===== src/rtl/cpu_isa_pkg.sv =====
// Shared ISA definitions for the pipelined CPU: field widths, opcode list and
// fetch FSM encoding, used by both the fetch stage and the instruction ROM.
package cpu_isa_pkg;

    localparam int PC_W   = 16;
    localparam int INST_W = 9;
    localparam int OP_W   = 5;
    localparam int CNT_W  = 16;

    typedef enum logic [OP_W-1:0] {
        OP_ADD  = 5'b00000,
        OP_HALT = 5'b11010,
        OP_TBD  = 5'b11011
    } opcode_e;

    typedef enum logic [1:0] {
        S_START,
        S_RUN,
        S_HALT
    } fetch_state_e;

    function automatic logic [OP_W-1:0] opcode_of(input logic [INST_W-1:0] inst);
        return inst[INST_W-1 -: OP_W];
    endfunction

endpackage


===== src/rtl/instruction_fetch_stage_if.sv =====
// Fetch-stage bus: ROM address/data, hazard and redirect controls, IF/ID outputs.
// master = the fetch stage, slave = ROM, hazard unit, EX and decode.
interface instruction_fetch_stage_if;
    import cpu_isa_pkg::*;

    logic [PC_W-1:0]   pc;
    logic [INST_W-1:0] rom_inst;
    logic              stall;
    logic              redirect_valid;
    logic [PC_W-1:0]   redirect_pc;
    logic [INST_W-1:0] id_inst;
    logic [PC_W-1:0]   id_pc;
    logic              id_valid;
    logic              halted;
    logic [CNT_W-1:0]  fetch_count;

    modport master (
        output pc, id_inst, id_pc, id_valid, halted, fetch_count,
        input  rom_inst, stall, redirect_valid, redirect_pc
    );

    modport slave (
        input  pc, id_inst, id_pc, id_valid, halted, fetch_count,
        output rom_inst, stall, redirect_valid, redirect_pc
    );

endinterface


===== src/rtl/if_id_reg.sv =====
// Generic pipeline register with flush > hold > load priority; usable for
// IF/ID and ID/EX alike.
module if_id_reg #(
    parameter int DATA_W = 9,
    parameter int ADDR_W = 16
) (
    input  logic              clk,
    input  logic              rst_n,
    input  logic              flush,
    input  logic              hold,
    input  logic              load,
    input  logic [DATA_W-1:0] in_inst,
    input  logic [ADDR_W-1:0] in_pc,
    output logic [DATA_W-1:0] inst,
    output logic [ADDR_W-1:0] pc,
    output logic              valid
);

    // NOTE: state uses non-blocking assignments so every register samples
    // pre-edge values regardless of process ordering.
    always_ff @(posedge clk) begin
        if (!rst_n) begin
            // NOTE: payload is reset too, not just valid, so downstream sees
            // a defined all-zero instruction rather than X after reset.
            inst  <= '0;
            pc    <= '0;
            valid <= 1'b0;
        end else if (flush) begin
            valid <= 1'b0;
        end else if (hold) begin
            valid <= valid;
        end else if (load) begin
            inst  <= in_inst;
            pc    <= in_pc;
            valid <= 1'b1;
        end
    end

endmodule


===== src/rtl/instruction_fetch_stage.sv =====
// IF stage: owns the PC, feeds the combinational ROM, registers instructions
// into IF/ID, and handles stall, EX redirect and halt.
module instruction_fetch_stage
    import cpu_isa_pkg::*;
#(
    parameter logic [PC_W-1:0] RESET_PC = '0,
    parameter logic [OP_W-1:0] HALT_OP  = OP_HALT
) (
    input  logic                       clk,
    input  logic                       rst_n,
    instruction_fetch_stage_if.master  bus
);

    fetch_state_e     state_q, state_next;
    logic [PC_W-1:0]  pc_q, pc_next;
    logic             halted_q, halted_next;
    logic [CNT_W-1:0] count_q;
    logic             load, flush, hold, count_inc;

    always_comb begin
        // NOTE: every output gets a default first so no path leaves a
        // variable unassigned, which would infer a latch.
        state_next  = state_q;
        pc_next     = pc_q;
        halted_next = halted_q;
        load        = 1'b0;
        flush       = 1'b0;
        hold        = 1'b0;
        count_inc   = 1'b0;

        unique case (state_q)
            S_START: begin
                pc_next    = RESET_PC;
                state_next = S_RUN;
            end
            S_RUN: begin
                if (bus.redirect_valid) begin
                    pc_next = bus.redirect_pc;
                    flush   = 1'b1;
                end else if (bus.stall) begin
                    hold = 1'b1;
                end else begin
                    load      = 1'b1;
                    count_inc = 1'b1;
                    // Halt is delivered to ID but the PC parks on it.
                    if (opcode_of(bus.rom_inst) == HALT_OP)
                        state_next = S_HALT;
                    else
                        pc_next = pc_q + PC_W'(1);
                end
            end
            S_HALT: begin
                flush = 1'b1;
                // An older taken branch can cancel a speculatively fetched halt.
                if (bus.redirect_valid) begin
                    pc_next     = bus.redirect_pc;
                    halted_next = 1'b0;
                    state_next  = S_RUN;
                end else begin
                    halted_next = 1'b1;
                end
            end
            default: state_next = S_START;
        endcase
    end

    always_ff @(posedge clk) begin
        if (!rst_n) begin
            state_q  <= S_START;
            pc_q     <= RESET_PC;
            halted_q <= 1'b0;
            count_q  <= '0;
        end else begin
            state_q  <= state_next;
            pc_q     <= pc_next;
            halted_q <= halted_next;
            if (count_inc && count_q != '1)
                count_q <= count_q + CNT_W'(1);
        end
    end

    if_id_reg #(
        .DATA_W (INST_W),
        .ADDR_W (PC_W)
    ) u_if_id (
        .clk     (clk),
        .rst_n   (rst_n),
        .flush   (flush),
        .hold    (hold),
        .load    (load),
        .in_inst (bus.rom_inst),
        .in_pc   (pc_q),
        .inst    (bus.id_inst),
        .pc      (bus.id_pc),
        .valid   (bus.id_valid)
    );

    assign bus.pc          = pc_q;
    assign bus.halted      = halted_q;
    assign bus.fetch_count = count_q;

endmodule


===== src/flat_wrapper.sv =====
// flat-port wrapper written by rule: the top's interface ports become plain ports
module instruction_fetch_stage_flat import cpu_isa_pkg::*;
#(
    parameter logic [PC_W-1:0] RESET_PC = '0,
    parameter logic [OP_W-1:0] HALT_OP  = OP_HALT
)
  (clk, rst_n, bus_pc, bus_id_inst, bus_id_pc, bus_id_valid, bus_halted, bus_fetch_count, bus_rom_inst, bus_stall, bus_redirect_valid, bus_redirect_pc);
  instruction_fetch_stage_if bus_i ();
  input  logic clk;
  input  logic rst_n;
  output wire logic [$bits(bus_i.pc)-1:0] bus_pc;
  output wire logic [$bits(bus_i.id_inst)-1:0] bus_id_inst;
  output wire logic [$bits(bus_i.id_pc)-1:0] bus_id_pc;
  output wire logic [$bits(bus_i.id_valid)-1:0] bus_id_valid;
  output wire logic [$bits(bus_i.halted)-1:0] bus_halted;
  output wire logic [$bits(bus_i.fetch_count)-1:0] bus_fetch_count;
  input wire logic [$bits(bus_i.rom_inst)-1:0] bus_rom_inst;
  input wire logic [$bits(bus_i.stall)-1:0] bus_stall;
  input wire logic [$bits(bus_i.redirect_valid)-1:0] bus_redirect_valid;
  input wire logic [$bits(bus_i.redirect_pc)-1:0] bus_redirect_pc;
  assign bus_pc = bus_i.pc;
  assign bus_id_inst = bus_i.id_inst;
  assign bus_id_pc = bus_i.id_pc;
  assign bus_id_valid = bus_i.id_valid;
  assign bus_halted = bus_i.halted;
  assign bus_fetch_count = bus_i.fetch_count;
  assign bus_i.rom_inst = bus_rom_inst;
  assign bus_i.stall = bus_stall;
  assign bus_i.redirect_valid = bus_redirect_valid;
  assign bus_i.redirect_pc = bus_redirect_pc;
  instruction_fetch_stage #(.RESET_PC(RESET_PC), .HALT_OP(HALT_OP)) u_core (.clk(clk), .rst_n(rst_n), .bus(bus_i));
endmodule

===== config.mk =====
export PLATFORM = sky130hd
export DESIGN_NAME = instruction_fetch_stage_flat
export DESIGN_NICKNAME = d
export VERILOG_FILES = /design/src/rtl/cpu_isa_pkg.sv /design/src/rtl/instruction_fetch_stage_if.sv /design/src/rtl/if_id_reg.sv /design/src/rtl/instruction_fetch_stage.sv /design/src/flat_wrapper.sv
export SDC_FILE = /design/constraint.sdc
export NUM_CORES = 1
export LEC_CHECK = 0
export BUFFER_PORTS_ARGS = -buffer_cell sky130_fd_sc_hd__buf_4
export CAP_MARGIN = 20
export CORE_MARGIN = 2
export CORE_UTILIZATION = 55
export CTS_CLUSTER_SIZE = 20
export DETAILED_ROUTE_END_ITERATION = 10
export PLACE_DENSITY = 0.83
export SETUP_SLACK_MARGIN = 0.15
export SLEW_MARGIN = 20
export SYNTH_ARGS = -nofsm -noshare
export SYNTH_HDL_FRONTEND = slang
export SYNTH_HIERARCHICAL = 1
export SYNTH_SLANG_ARGS = --single-unit

===== constraint.sdc =====
create_clock -name clk -period 3.1 [get_ports clk]
set_clock_uncertainty 0.05 [all_clocks]
set_input_delay 0.465 -clock clk [delete_from_list [all_inputs] [get_ports clk]]
set_output_delay 0.465 -clock clk [all_outputs]
set_load 0.02 [all_outputs]

==> run metrics <==
worst setup path startpoint u_core/state_q[1]$_SDFFE_PN0P_; critical path cell sequence inv_1 > ha_1 > o32ai_1 > nor2_1 > and3_1 > a32o_1; WP data arrival 2640 ps; Int Pwr 1.33 mW; Setup CP Type reg2reg; sw frac 0.259; diode count 0; Final Slew Violations 0; core area 0.00554 mm²; setup TNS 0 ps; Residual DRC 0; part of the power in combinational logic 0.116; crit path capture type register; Die ar. 0.00636 mm²; wire per inst 15.5 µm; GRT met3 Usage 0.0486; LEAKAGE 1.60 nW; # IOs 88; slowest CP cell o32ai_1; root buf cell clkbuf_8; most frequent cells in the layout 89 x buf_4, 71 x nand2_1, 61 x dfxtp_1; worst-path fanout max 11; grt ovf 0; Layout Area Growth over Synthesis 26.4%; Max Cap Viol 0; worst path buffer plus inverter count 1; delay-heaviest family, CP compound AO/OA/AOI/OAI gates; Clock Pin Slew Worst Setup and Hold Paths 70 ps; met1 usage 0.338; critical path's largest stage delay 630 ps; Clk network pwr share 0.427; layout cell share with drive strength beyond 1 0.253; Initial Utilization 0.570; chip width 79.8 µm; first-pass GRT wire length 13200 µm; clk_lat worst skew 340 ps; initial antenna violation count 0; Switching Power 0.466 mW; RD Place Congestion 0.897; vias per cell 5.73; hold path start bus_redirect_pc[14]; Tot Pwr 1.80 mW; Placed Area 0.00378 mm²; Critical Path RT 3290 ps; slew margin rel. 0.522; Most used DFF post-synth dfxtp_1; Synth area leader dfxtp_1; antenna violation net count after detailed routing 0; number of cell rows 27; number of synthesized flops with an enable pin 0; 1st-pass router iterations 7; hold slack 286 ps; Worst Tran Pin Value 716 ps; startpoint type of the worst setup path register; vias in the first global route 2842; GR peak layer met2; top cell type's share of synthesized area 0.387; total global-route track usage 0.269; synth top area cells dfxtp_1 39%, mux2i_1 8.9%, nand2_1 8.4%; CTS tree done; CTS buffer count 9; # resized after CTS 0; largest net degree at the start of global routing 63; vias 2999; pwr/cell area 450 mW/mm²; Port Buffer Count 87; maximum vdd drop 0.302 mV; Util after Layout 0.720; H-tree depth 3; Iter 0 DRT Violations 237; Chip Height 79.8 µm; Final Cell Area 0.00399 mm²; WL final 8110 µm; YS warnings 6; cts hold-fix bufs 0; async set or reset register ratio after synthesis 0; commonest non-fill, non-tap cell in the layout buf_4; fin crit share 0.793; mapped cell area 0.00316 mm²; sequential share of the synthesized area 0.387; clock buffer depth 2; Clock Sinks 61; launching point of the worst reg2reg path u_core/state_q[1]$_SDFFE_PN0P_; Nets 481; Post-Syn Nets 404; status finished, final reports clean; Max Fclk 407 MHz; Flop pwr share 0.457; Tmin final 2460 ps; Avg Inst Size Synth 8.56 µm²; Yosys cell types 53; Synth Instances 369; RSZ-0062 raised after global routing no; met2 usage 0.442; Yosys reg bits 61; final setup vio count 0; Fillers 449; final hold vios 0; estimated wirelength of the detail-placed design 5810 µm; HP Class in2reg; setup bufs post-CTS 0
==> flip-flops by register name, summed over array words and instances (netlist names) <==
signal	flops
u_core/bus.fetch_count	16
u_core/bus.halted	1
u_core/bus.pc	16
u_core/state_q	2
u_core/u_if_id/inst	9
u_core/u_if_id/pc	16
u_core/u_if_id/valid	1
==> cells by family (layout without fill, tap and decap cells) <==
kind of cell | Yosys count | in the layout | share of synthesized area
compound gates | 59 | 59 | 0.134
buf+inv | 32 | 114 | 0.0567
xor+xnor | 22 | 22 | 0.0610
simple gates | 161 | 161 | 0.249
fa+ha+maj | 6 | 6 | 0.0238
mux | 28 | 28 | 0.0887
flops | 61 | 61 | 0.387
==> stage by stage <==
stage / instances / setup slack [ps]
floorplan: 369 / 978
global placement: 507 / 821
detailed placement: 507 / 714
CTS: 523 / 694
global route: 523 / 530
finish: 523 / 643
==> Yosys cell counts (3+ instances only) <==
library cell	n
a211oi_1	3
a21oi_1	11
a32o_1	5
a32oi_1	3
and2_1	3
and3_1	6
and4_1	5
buf_2	6
clkbuf_1	12
dfxtp_1	61
ha_1	6
inv_1	8
mux2i_1	28
nand2_1	71
nand3_1	15
nand4_1	11
nor2_1	25
nor3_1	8
nor4_1	3
o2111ai_1	4
o211ai_1	4
o21ai_0	11
xnor2_1	13
xor2_1	9
==> power by group through the flow <==
stage          sequential [mW]  combinational, mW  clock (mW)
6_report                 0.822              0.208       0.768
5_1_grt                  0.824              0.224       0.817
4_1_cts                  0.821              0.205       0.779
3_5_place_dp             0.839              0.204           0
3_3_place_gp             0.838              0.199           0
2_1_floorplan            0.849              0.119           0
==> cell type report <==
cell class / instances / area [µm²] / share of cell area
Clock buffer: 9 / 124 / 0.0310
Sequential cell: 61 / 1220 / 0.306
Clock inverter: 7 / 90.1 / 0.0226
Inverter: 9 / 33.8 / 0.00846
Tap cell: 72 / 90.1 / 0.0226
Timing Repair Buffer: 89 / 668 / 0.167
Multi-Input combinational cell: 276 / 1760 / 0.442
==> path summary, 6_finish.rpt <==
| check | endpoint | slack [ps] | cells after the start |
|---|---|---|---|
| min reg2reg | u_core/u_if_id/pc[5]$_SDFFE_PN0P_ | 410 | 2 |
| max reg2reg | u_core/bus.pc[10]$_SDFFE_PN0P_ | 640 | 6 |
| max | u_core/bus.pc[10]$_SDFFE_PN0P_ | 640 | 6 |
| min | u_core/bus.pc[14]$_SDFFE_PN0P_ | 290 | 2 |
==> routing by layer <==
metal | up-vias | part of all wire
met3 | 22 | 0.071
met1 | 1383 | 0.42
li1 | 1457 | -
met5 | - | 0
met2 | 137 | 0.48
met4 | 0 | 0.025
(Power assumes the default switching activity.)
